File: config.mk
export PLATFORM = sky130hd
export DESIGN_NAME = jleightcap_pin_serdes
export DESIGN_NICKNAME = d
export VERILOG_FILES = /design/src/rtl/jleightcap_pin_serdes.sv
export SDC_FILE = /design/constraint.sdc
export NUM_CORES = 1
export LEC_CHECK = 0
export CELL_PAD_IN_SITES_DETAIL_PLACEMENT = 0
export CELL_PAD_IN_SITES_GLOBAL_PLACEMENT = 1
export CORE_MARGIN = 1.5
export CORE_UTILIZATION = 39
export CTS_BUF_LIST = sky130_fd_sc_hd__clkbuf_4
export CTS_CLUSTER_DIAMETER = 30
export DETAILED_ROUTE_END_ITERATION = 10
export PLACE_DENSITY = 0.92
export SLEW_MARGIN = 10
export SYNTH_ARGS = -nofsm -noshare
export SYNTH_HDL_FRONTEND = slang
export SYNTH_SLANG_ARGS = --single-unit
File: constraint.sdc
create_clock -name clk -period 2.5 [get_ports clk]
set_input_delay 0.25 -clock clk [delete_from_list [all_inputs] [get_ports clk]]
set_output_delay 0.25 -clock clk [all_outputs]
set_load 0.02 [all_outputs]
File: src/rtl/jleightcap_pin_serdes.sv
// Pin-level SERDES: assembles narrow instruction beats into core words and
// slices core results onto result pins. Optional macro: JLEIGHTCAP_SERDES_PARITY_EN.
module jleightcap_pin_serdes #(
    parameter int INSTR_W   = 12,
    parameter int PIN_IN_W  = 6,
    parameter int OUT_W     = 10,
    parameter int PIN_OUT_W = 5
) (
    input  logic                 clk,
    input  logic                 rst,
    input  logic [PIN_IN_W-1:0]  pin_in,
    input  logic                 pin_sof,
    output logic [INSTR_W-1:0]   core_instr,
    output logic                 core_instr_valid,
    input  logic                 core_ready,
    input  logic [OUT_W-1:0]     core_res,
    input  logic                 core_res_valid,
    output logic                 core_res_ready,
    input  logic                 core_cjump,
    output logic [PIN_OUT_W-1:0] pin_out,
    output logic                 pin_out_first,
    output logic                 pin_cjump,
    output logic                 overrun
);
    localparam int IN_BEATS  = (INSTR_W + PIN_IN_W - 1) / PIN_IN_W;
    localparam int OUT_BEATS = (OUT_W + PIN_OUT_W - 1) / PIN_OUT_W;
`ifdef JLEIGHTCAP_SERDES_PARITY_EN
    localparam int FRAME_BEATS = OUT_BEATS + 1;
`else
    localparam int FRAME_BEATS = OUT_BEATS;
`endif
    localparam int IBUF_W = IN_BEATS * PIN_IN_W;
    localparam int SH_W   = FRAME_BEATS * PIN_OUT_W;
    localparam int CNT_W  = (IN_BEATS > 1) ? $clog2(IN_BEATS) : 1;
    localparam int SCNT_W = (FRAME_BEATS > 1) ? $clog2(FRAME_BEATS) : 1;

    typedef enum logic [1:0] {IDLE, COLLECT, HOLD} des_state_t;

    des_state_t         state, state_n;
    logic [CNT_W-1:0]   cnt, cnt_n, cap_idx;
    logic               cap, set_ovr;
    logic [IBUF_W-1:0]  instr_buf;

    // A new frame always starts at beat 0; with a single-beat frame it is complete at once.
    function automatic des_state_t sof_next();
        return (IN_BEATS == 1) ? HOLD : COLLECT;
    endfunction

    always_ff @(posedge clk or negedge rst) begin
        if (!rst) begin
            state   <= IDLE;
            cnt     <= '0;
            overrun <= 1'b0;
        end else begin
            state <= state_n;
            cnt   <= cnt_n;
            if (set_ovr) overrun <= 1'b1;
        end
    end

    always_comb begin
        state_n = state;
        cnt_n   = cnt;
        cap     = 1'b0;
        cap_idx = '0;
        set_ovr = 1'b0;
        unique case (state)
            IDLE: begin
                if (pin_sof) begin
                    cap     = 1'b1;
                    cnt_n   = (IN_BEATS > 1) ? CNT_W'(1) : '0;
                    state_n = sof_next();
                end
            end
            COLLECT: begin
                cap = 1'b1;
                if (pin_sof) begin
                    cnt_n   = CNT_W'(1);
                    state_n = sof_next();
                end else begin
                    cap_idx = cnt;
                    if (cnt == CNT_W'(IN_BEATS - 1)) begin
                        cnt_n   = '0;
                        state_n = HOLD;
                    end else begin
                        cnt_n = cnt + CNT_W'(1);
                    end
                end
            end
            HOLD: begin
                if (core_ready) begin
                    if (pin_sof) begin
                        cap     = 1'b1;
                        cnt_n   = (IN_BEATS > 1) ? CNT_W'(1) : '0;
                        state_n = sof_next();
                    end else begin
                        state_n = IDLE;
                    end
                end else if (pin_sof) begin
                    set_ovr = 1'b1;
                end
            end
            default: state_n = IDLE;
        endcase
    end

    always_ff @(posedge clk or negedge rst) begin
        if (!rst) begin
            instr_buf <= '0;
        end else if (cap) begin
            instr_buf[int'(cap_idx) * PIN_IN_W +: PIN_IN_W] <= pin_in;
        end
    end

    assign core_instr       = instr_buf[INSTR_W-1:0];
    assign core_instr_valid = (state == HOLD);

    // Serializer: the whole frame (data, zero padding, optional parity beat) is
    // loaded into a shift register; beat 0 goes straight to the pins.
    logic              sbusy;
    logic [SCNT_W-1:0] sbeat;
    logic [SH_W-1:0]   res_sh, load_vec;
    logic              res_xfer;

    always_comb begin
        load_vec            = '0;
        load_vec[OUT_W-1:0] = core_res;
`ifdef JLEIGHTCAP_SERDES_PARITY_EN
        load_vec[OUT_BEATS*PIN_OUT_W] = ^core_res;
`endif
    end

    assign core_res_ready = !sbusy || (sbeat == SCNT_W'(FRAME_BEATS - 1));
    assign res_xfer       = core_res_valid && core_res_ready;

    always_ff @(posedge clk or negedge rst) begin
        if (!rst) begin
            sbusy         <= 1'b0;
            sbeat         <= '0;
            res_sh        <= '0;
            pin_out       <= '0;
            pin_out_first <= 1'b0;
        end else if (res_xfer) begin
            sbusy         <= 1'b1;
            sbeat         <= '0;
            pin_out       <= load_vec[PIN_OUT_W-1:0];
            pin_out_first <= 1'b1;
            res_sh        <= load_vec >> PIN_OUT_W;
        end else if (sbusy) begin
            pin_out_first <= 1'b0;
            if (sbeat == SCNT_W'(FRAME_BEATS - 1)) begin
                sbusy   <= 1'b0;
                sbeat   <= '0;
                pin_out <= '0;
            end else begin
                sbeat   <= sbeat + SCNT_W'(1);
                pin_out <= res_sh[PIN_OUT_W-1:0];
                res_sh  <= res_sh >> PIN_OUT_W;
            end
        end
    end

    always_ff @(posedge clk or negedge rst) begin
        if (!rst) pin_cjump <= 1'b0;
        else      pin_cjump <= core_cjump;
    end
endmodule

==> results of run 1 <==
==> worst max-delay path by stage <==
stage | start | to | slack, ns | cells past startpoint
3_3_place_gp | pin_sof | core_instr[7] | 0.75 | 3
6_report | sbusy | core_res_ready | 0.43 | 4
2_1_floorplan | state[0] | core_instr[10] | 1.24 | 4
3_5_place_dp | pin_sof | core_instr[7] | 0.67 | 3
5_1_grt | sbusy | core_res_ready | 0.33 | 4
4_1_cts | sbusy | core_res_ready | 0.40 | 4
==> layout by cell type (no fill, tap or decap), drive strengths merged <==
master	instances
a21o	1
a21oi	1
a32oi	5
and3b	1
buf	2
clkbuf	6
clkdlybuf4s50	43
clkinv	2
dfrtp	30
inv	2
mux2	6
mux2i	10
nand2	13
nand2b	3
nor2	8
nor2b	3
nor3	1
nor3b	1
o211ai	12
o21a	1
o21ai	7
o32a	1
or2	1
or3b	1
==> power groups by stage <==
| stage | Clock, mW | Sequential [mW] | Combinational, mW |
|---|---|---|---|
| 2_1_floorplan | 0 | 0.998 | 0.383 |
| 6_report | 0.287 | 0.845 | 0.983 |
| 4_1_cts | 0.295 | 0.845 | 0.995 |
| 3_3_place_gp | 0 | 0.846 | 0.967 |
| 5_1_grt | 0.324 | 0.869 | 1.07 |
| 3_5_place_dp | 0 | 0.847 | 0.994 |
==> worst max-delay path: stages (launching register included) <==
cell	delay, ns
dfrtp_1	0.46
nor2b_1	0.16
buf_4	0.18
inv_1	0.09
clkdlybuf4s50_1	0.61
==> per-layer routing <==
| metal | GRT usage | up-vias | routed length [um] |
|---|---|---|---|
| li1 | - | 504 | - |
| met1 | 0.2114 | 506 | 1321 |
| met2 | 0.2857 | 41 | 1460 |
| met3 | 0.06625 | 9 | 166 |
| met4 | 0.08511 | 0 | 68 |
| met5 | 0 | - | 0 |
==> cells by family after synthesis <==
group / synth area share
AOI/OAI and AO/OA: 0.1479
buffers and inverters: 0.03534
DFF: 0.5581
muxes: 0.1414
and+or+nand+nor: 0.1172
==> layout make-up <==
type                       count  area (um^2)
clock buffer                   6        45.04
fill                         310         1449
sequential                    30        750.7
multi-input combinational     76        546.8
inverter                       2        7.507
clock inverter                 2        8.758
tap                           46        57.56
timing repair buffer          45        445.4
==> flip-flops by register name, summed over array words and instances (netlist names) <==
| signal | cells |
|---|---|
| sbusy | 1 |
| pin_cjump | 1 |
| overrun | 1 |
| res_sh | 5 |
| pin_out | 5 |
| core_instr | 12 |
| sbeat | 1 |
| cnt | 1 |
| state | 2 |
| pin_out_first | 1 |
==> results.cfg, run 1 <==
[pwr]
clock_power_share = 0.136
ir_drop_uv = 512.8
leakage_nw = 0.7928
fin_total_pwr_mw = 2.115
seq_power_share = 0.399
switching_share = 0.3809
combPwrFrac = 0.465
powerDensity_mw_per_mm2 = 1136
switchingPower_mw = 0.8056
p_int_mw = 1.309

[clocking]
holdBufCountCts = 0
clk_latency_ns = 0.34
cts_setup_buffers = 0
root_buffer = clkbuf_4
cts_made_buffers = 5
post_cts_resized = 0
h-tree-depth = 2
clock_path_buffers = 2
cts_tree = done
cts.sinks = 30
clk_pin_slew_ns = 0.10

[final_layout]
diodes = 0
drive_above_1_share = 0.1056
instances_no_fill = 207
final_core_util = 0.5624
nets = 182
fin_area_mm2 = 0.001862
syn_to_final_growth_pct = 38.42

[floorplan]
start_util = 0.4063
die_width_um = 61.73
fp-row-count = 21
core_area_mm2 = 0.003311
num_io_pins = 44
die-area_mm2 = 0.003810
die_h_um = 61.73

[logic_synthesis]
synth_edf_count = 0
synth_nets = 137
synth_area_per_cell_um2 = 11.70
synth_area_mm2 = 0.001345
yosysTopAreaCellShare = 0.5581
postSynth.asyncResetShare = 1.000
synthTopCellsByArea = dfrtp_1 (56%), mux2i_1 (7.4%), mux2_4 (6.7%)
yosys_warnings = 0
ys_seq_area_frac = 0.5581
ys_ff_latch = 30
yosys.cell_count.top_type = dfrtp_1
yosysTopAreaCell = dfrtp_1
synthCells = 115
synth_ff_type = dfrtp_1
ys_top_cells_by_count = dfrtp_1 (30), nand2_1 (13), o211ai_1 (12), mux2i_1 (10), nor2_1 (8)
yosysUniqueCellTypes = 25

[sta]
rsz0062_at_grt = false
setup_tns_ns = 0
setup_slack_ns = 0.4331
worst-slew-pin-transition_ns = 0.8288
min_period_over_period = 0.8268
slew_violations = 0
max_slew_margin = 0.4457
fin_crit_ns = 2.067
fmax_ghz = 0.4838
finalHoldViolCount = 0
hold_ws_ns = 0.2941
fin_worst_skew_ns = 0.01239
setup_viol = 0

[job]
max_cap_violations = 0

[global_route]
grt_pass1_vias = 1081
grt_pass1_wl_mm = 4.850
antenna_found_initial = 0
track_usage = 0.1780
grt_overflow = 0
grt_max_degree = 31

[worst_setup_path]
cp.arrival_ns = 1.82
endpoint_kind = primary output
r2r-end = core_instr[8]
timing.rr.start = state[0]
rr_worst_depth = 3
startpoint_type = flip-flop
ff2ff_setup_slack_ns = 0.99
required_ns = 2.25
worstSetupPathType = reg2out
crit_fanout = 11

[placed_design]
hpwl_mm = 2.116
dp_slack_ns = 0.6704
place_congestion = 0.8059
place_area_mm2 = 0.001808
dpl.cell_count = 199
portBuffers = 43

[routing]
drtIter0Drc = 38
routedWlPerCell_um = 14.58
wl_mm = 3.018
num_vias = 1060
drt_pre_antenna_iters = 4
drc_errors = 0
vias_per_cell = 5.121
ant_nets = 0

[min_path]
hold_class = in2async

[outcome]
status = finished clean
Power figures use the tool's default switching activity.
==> inputs of run 2 (changes only) <==
--- a/config.mk
+++ b/config.mk
@@ -8,11 +8,11 @@
 export CELL_PAD_IN_SITES_DETAIL_PLACEMENT = 0
 export CELL_PAD_IN_SITES_GLOBAL_PLACEMENT = 1
 export CORE_MARGIN = 1.5
-export CORE_UTILIZATION = 39
+export CORE_UTILIZATION = 33
 export CTS_BUF_LIST = sky130_fd_sc_hd__clkbuf_4
 export CTS_CLUSTER_DIAMETER = 30
 export DETAILED_ROUTE_END_ITERATION = 10
-export PLACE_DENSITY = 0.92
+export PLACE_DENSITY = 0.83
 export SLEW_MARGIN = 10
 export SYNTH_ARGS = -nofsm -noshare
 export SYNTH_HDL_FRONTEND = slang
==> constraint.sdc (replaced) <==
create_clock -name clk -period 1.85 [get_ports clk]
set_input_delay 0.185 -clock clk [delete_from_list [all_inputs] [get_ports clk]]
set_output_delay 0.185 -clock clk [all_outputs]
set_load 0.02 [all_outputs]
==> run 2 against run 1 <==
Sequential power grew 34%. Worst setup slack lost 0.15 ns. Global-route usage shrank 2.1 points. Critical path depth shrank 1. Sequential cell count is the same. Routed wire length grew 2.1%. Via count grew 0.75%. Clock skew shrank 0.0039 ns.
==> results.cfg, run 2 (synthesized netlist as in run 1, its figures left out) <==
[sta]
setup_tns_ns = 0
finalHoldViolCount = 0
hold_ws_ns = 0.2461
max_slew_margin = 0.7215
setup_viol = 0
slew_violations = 0
fmax_ghz = 0.6380
fin_crit_ns = 1.567
min_period_over_period = 0.8472
rsz0062_at_grt = false
worst-slew-pin-transition_ns = 0.4177
fin_worst_skew_ns = 0.008533

[clocking]
root_buffer = clkbuf_4
cts.sinks = 30
clk_latency_ns = 0.32
h-tree-depth = 2
clock_path_buffers = 2
holdBufCountCts = 0
clk_pin_slew_ns = 0.09
cts_tree = done
cts_made_buffers = 5

[final_layout]
nets = 185
final_core_util = 0.4745
diodes = 0
drive_above_1_share = 0.1227
fin_area_mm2 = 0.001884
fillerInstances = 355
layout_commonest_cell = clkdlybuf4s50_1
syn_to_final_growth_pct = 40.09
largest_register_ffs = 12
final_cell_mix = clkdlybuf4s50_1 (41), dfrtp_1 (30), nand2_1 (13)

[global_route]
grt_pass1_wl_mm = 5.133
track_usage = 0.1568
grt_overflow = 0
grt_max_degree = 31
antenna_found_initial = 0
grt_pass1_vias = 1073

[floorplan]
die_h_um = 66.84
die_width_um = 66.84
start_util = 0.3387
core_area_mm2 = 0.003971
die-area_mm2 = 0.004468
fp-row-count = 23
num_io_pins = 44

[worst_setup_path]
worstSetupPathType = reg2out
crit_fanout = 8
critPathMaxStageDelay_ns = 0.46
cp.arrival_ns = 1.38
crit_slowest_cell = dfrtp_1
startpoint_type = flip-flop
crit_chain = nor2b_1, inv_1, dlygate4sd2_1
required_ns = 1.66
endpoint_kind = primary output

[routing]
drt_pre_antenna_iters = 4
ant_nets = 0
routedWlPerCell_um = 14.47
wl_mm = 3.082
num_vias = 1068
drc_errors = 0
vias_per_cell = 5.014
drtIter0Drc = 44

[pwr]
fin_total_pwr_mw = 2.815
ir_drop_uv = 663.2
powerDensity_mw_per_mm2 = 1494
leakage_nw = 0.8226

[placed_design]
portBuffers = 43
place_congestion = 0.8147
hpwl_mm = 2.266
place_area_mm2 = 0.001836

[min_path]
hold_class = in2async

[job]
max_cap_violations = 0

[outcome]
status = finished clean
==> run 2: cell count changes in the layout (fill, tap and decap cells not counted), sizes merged <==
cell,change
clkbuf,-1
buf,+3
dlygate4sd2,+1
clkdlybuf4s50,-2
dlymetal6s2s,+1
==> run 2: layer usage <==
layer | GRT usage | share of wire
met1 | 0.1910 | 0.42
met2 | 0.2538 | 0.49
met3 | 0.05405 | 0.082
met4 | 0.06122 | 0.011
met5 | 0 | 0
==> run 2: worst paths after layout <==
path	from	to	slack, ns	cells past startpoint
setup reg to reg	state[0]	core_instr[10]	0.34	3
setup / recovery	sbusy	core_res_ready	0.28	3
hold / removal	rst	pin_out[2]	0.25	2
hold reg to reg	overrun	overrun	0.47	1
max in group asynchronous	rst	res_sh[4]	1.32	2
min in group clk	core_cjump	pin_cjump	0.29	1
==> run 2: report_power, final <==
group	total (mW)	internal, mW	switching, mW
combinational	1.33	0.684	0.646
clock	0.354	0.136	0.218
sequential	1.13	0.926	0.204
total	2.81	1.75	1.07
==> run 2: what timing repair did <==
action | CTS | global route
cloned | 0 | 0
setup endpoints to repair | 1 | 1
pin swaps | 0 | 0
setup buffers | 0 | 0
gates resized for setup | 1 | 1
==> run 2: worst max-delay path, delay by kind of cell, from the launching register on <==
family,cells,cell delay [ns]
DFF,1,0.46
and+or+nand+nor,1,0.17
buffers and inverters,2,0.43
==> run 2: per-stage QoR <==
| step | setup slack (ns) | instances |
|---|---|---|
| 2_1_floorplan | 0.5864 | 115 |
| 3_3_place_gp | 0.3421 | 206 |
| 3_5_place_dp | 0.2796 | 206 |
| 4_1_cts | 0.03806 | 213 |
| 5_1_grt | 0.1873 | 213 |
| 6_report | 0.2826 | 213 |
==> run 2: layout make-up <==
class | count | area, um^2 | share of cell area
clock buffers | 5 | 37.54 | 0.01992
clock inverters | 2 | 10.01 | 0.005312
inverters | 2 | 7.507 | 0.003984
multi-input cells | 76 | 546.8 | 0.2902
flip-flops and latches | 30 | 750.7 | 0.3984
well taps | 50 | 62.56 | 0.03320
repair buffers | 48 | 469.2 | 0.2490
==> inputs of run 3 (changes only) <==
==> constraint.sdc (replaced) <==
create_clock -name clk -period 1.26 [get_ports clk]
set_input_delay 0.126 -clock clk [delete_from_list [all_inputs] [get_ports clk]]
set_output_delay 0.126 -clock clk [all_outputs]
set_load 0.02 [all_outputs]
==> run 3 against run 2 <==
Power grew 49%. Die area is the same. The run now ends with setup timing left. Highest routed layer unchanged. Hold slack lost 0.078 ns.
==> results.cfg, run 3 (synthesized netlist as in run 1, its figures left out) <==
[placed_design]
portBuffers = 43
dp_slack_ns = -0.2518
place_area_mm2 = 0.001921
place_congestion = 0.7969
dpl.cell_count = 214
hpwl_mm = 2.340

[routing]
drc_errors = 0
num_vias = 1120
vias_per_cell = 5.045
ant_nets = 0
wl_mm = 3.243
drtIter0Drc = 29
drt_pre_antenna_iters = 4
routedWlPerCell_um = 14.61

[clocking]
root_buffer = clkbuf_4
h-tree-depth = 2
clk_latency_ns = 0.32
cts.sinks = 30
cts_made_buffers = 5
clock_path_buffers = 2
clk_pin_slew_ns = 0.09
cts_tree = done

[worst_setup_path]
required_ns = 1.47
worstSetupPathType = reg2reg
startpoint_type = flip-flop
ff2ff_setup_slack_ns = -0.06
worst-path-buf-inv = 0
cp-startpoint = state[1]
crit_path_end = core_instr[6]
cp_num_cells = 3
endpoint_kind = flip-flop
timing.rr.start = state[1]
crit_fanout = 7
cp_top_family = simple AND/OR/NAND/NOR gates
r2r-end = core_instr[6]
critPathMaxStageDelay_ns = 0.41
crit_chain = nor2b_2, and3b_2, mux2_4
cp.arrival_ns = 1.52
rr_worst_depth = 3
crit_slowest_cell = dfrtp_1

[global_route]
grt_pass1_vias = 1112
grt_pass1_wl_mm = 5.285
antenna_found_initial = 0
grt_max_degree = 31
track_usage = 0.1624
grt_overflow = 0

[final_layout]
final_core_util = 0.4987
final_cell_mix = dfrtp_1 (30), clkdlybuf4s50_1 (21), dlygate4sd2_1 (20)
syn_to_final_growth_pct = 47.26
instances_no_fill = 222
drive_above_1_share = 0.2442
layout_commonest_cell = dfrtp_1
nets = 194
multiInputGateArea_um2 = 578.1
largest_register_ffs = 12
seqCellArea_um2 = 750.7
fillerInstances = 351
fin_area_mm2 = 0.001981
diodes = 0

[sta]
fin_worst_skew_ns = 0.01027
min_period_over_period = 1.044
fmax_ghz = 0.7599
rsz0062_at_grt = true
finalHoldViolCount = 0
worst-slew-pin-transition_ns = 0.4306
setup_tns_ns = -0.4345
slew_violations = 0
max_slew_margin = 0.7117
setup_slack_ns = -0.05595
fin_crit_ns = 1.316
setup_viol = 12

[pwr]
leakage_nw = 0.9044
ir_drop_uv = 997.6
powerDensity_mw_per_mm2 = 2115

[floorplan]
fp-row-count = 23
start_util = 0.3387
die_width_um = 66.84
die-area_mm2 = 0.004468
die_h_um = 66.84
core_area_mm2 = 0.003971
num_io_pins = 44

[job]
max_cap_violations = 0

[outcome]
status = complete, but fails checks
violations = setup timing

[min_path]
hold_class = in2async
==> run 3: changes by cell type in the layout (fill, tap and decap cells not counted), sizes merged <==
cell	change
clkdlybuf4s50	-20
dlygate4sd2	+19
buf	+11
dlymetal6s2s	-1
==> run 3: how the worst min path moves through the flow <==
stage / start / slack (ns) / cells past startpoint / to
2_1_floorplan: rst / -0.17 / 0 / cnt
3_3_place_gp: overrun / 0.45 / 1 / overrun
3_5_place_dp: overrun / 0.45 / 1 / overrun
4_1_cts: rst / 0.16 / 2 / pin_out[3]
5_1_grt: rst / 0.16 / 2 / pin_out[0]
6_report: rst / 0.17 / 2 / pin_out[3]
==> run 3: layer usage <==
metal	vias to the layer above	track usage	share of wire
met4	0	0.05357	0.0071
met1	545	0.1961	0.42
met2	42	0.2725	0.50
met5	-	0	0
li1	529	-	-
met3	4	0.05236	0.074
==> run 3: layout make-up <==
| cell class | count | area share |
|---|---|---|
| flip-flops and latches | 30 | 0.3790 |
| repair buffers | 57 | 0.2697 |
| clock inverters | 2 | 0.005054 |
| multi-input cells | 76 | 0.2919 |
| clock buffers | 5 | 0.01895 |
| well taps | 50 | 0.03159 |
| inverters | 2 | 0.003790 |
==> run 3: worst register-to-register path: stages, from the launching register on <==
cell and delay, ns:
dfrtp_1 0.41, nor2b_2 0.14, and3b_2 0.33, mux2_4 0.32
==> run 3: report_power, final <==
part	internal [mW]	switching, mW
logic	1.00	1.09
clock network	0.200	0.304
registers	1.36	0.233
total	2.56	1.63
==> run 3: metrics by stage <==
step | power, mW | hold WS [ns]
after floorplan | 2.741 | -0.1696
after global placement | 3.767 | 0.4532
after detailed placement | 3.826 | 0.4464
after CTS | 4.128 | 0.1602
after global routing | 4.470 | 0.1574
final | 4.190 | 0.1679
==> run 3: timing repair <==
action | in CTS | in global routing
hold buffers | 0 | 0
pin swaps | 1 | 9
setup endpoints to repair | 34 | 15
resized for setup | 31 | 12
buffers inserted | 0 | 1
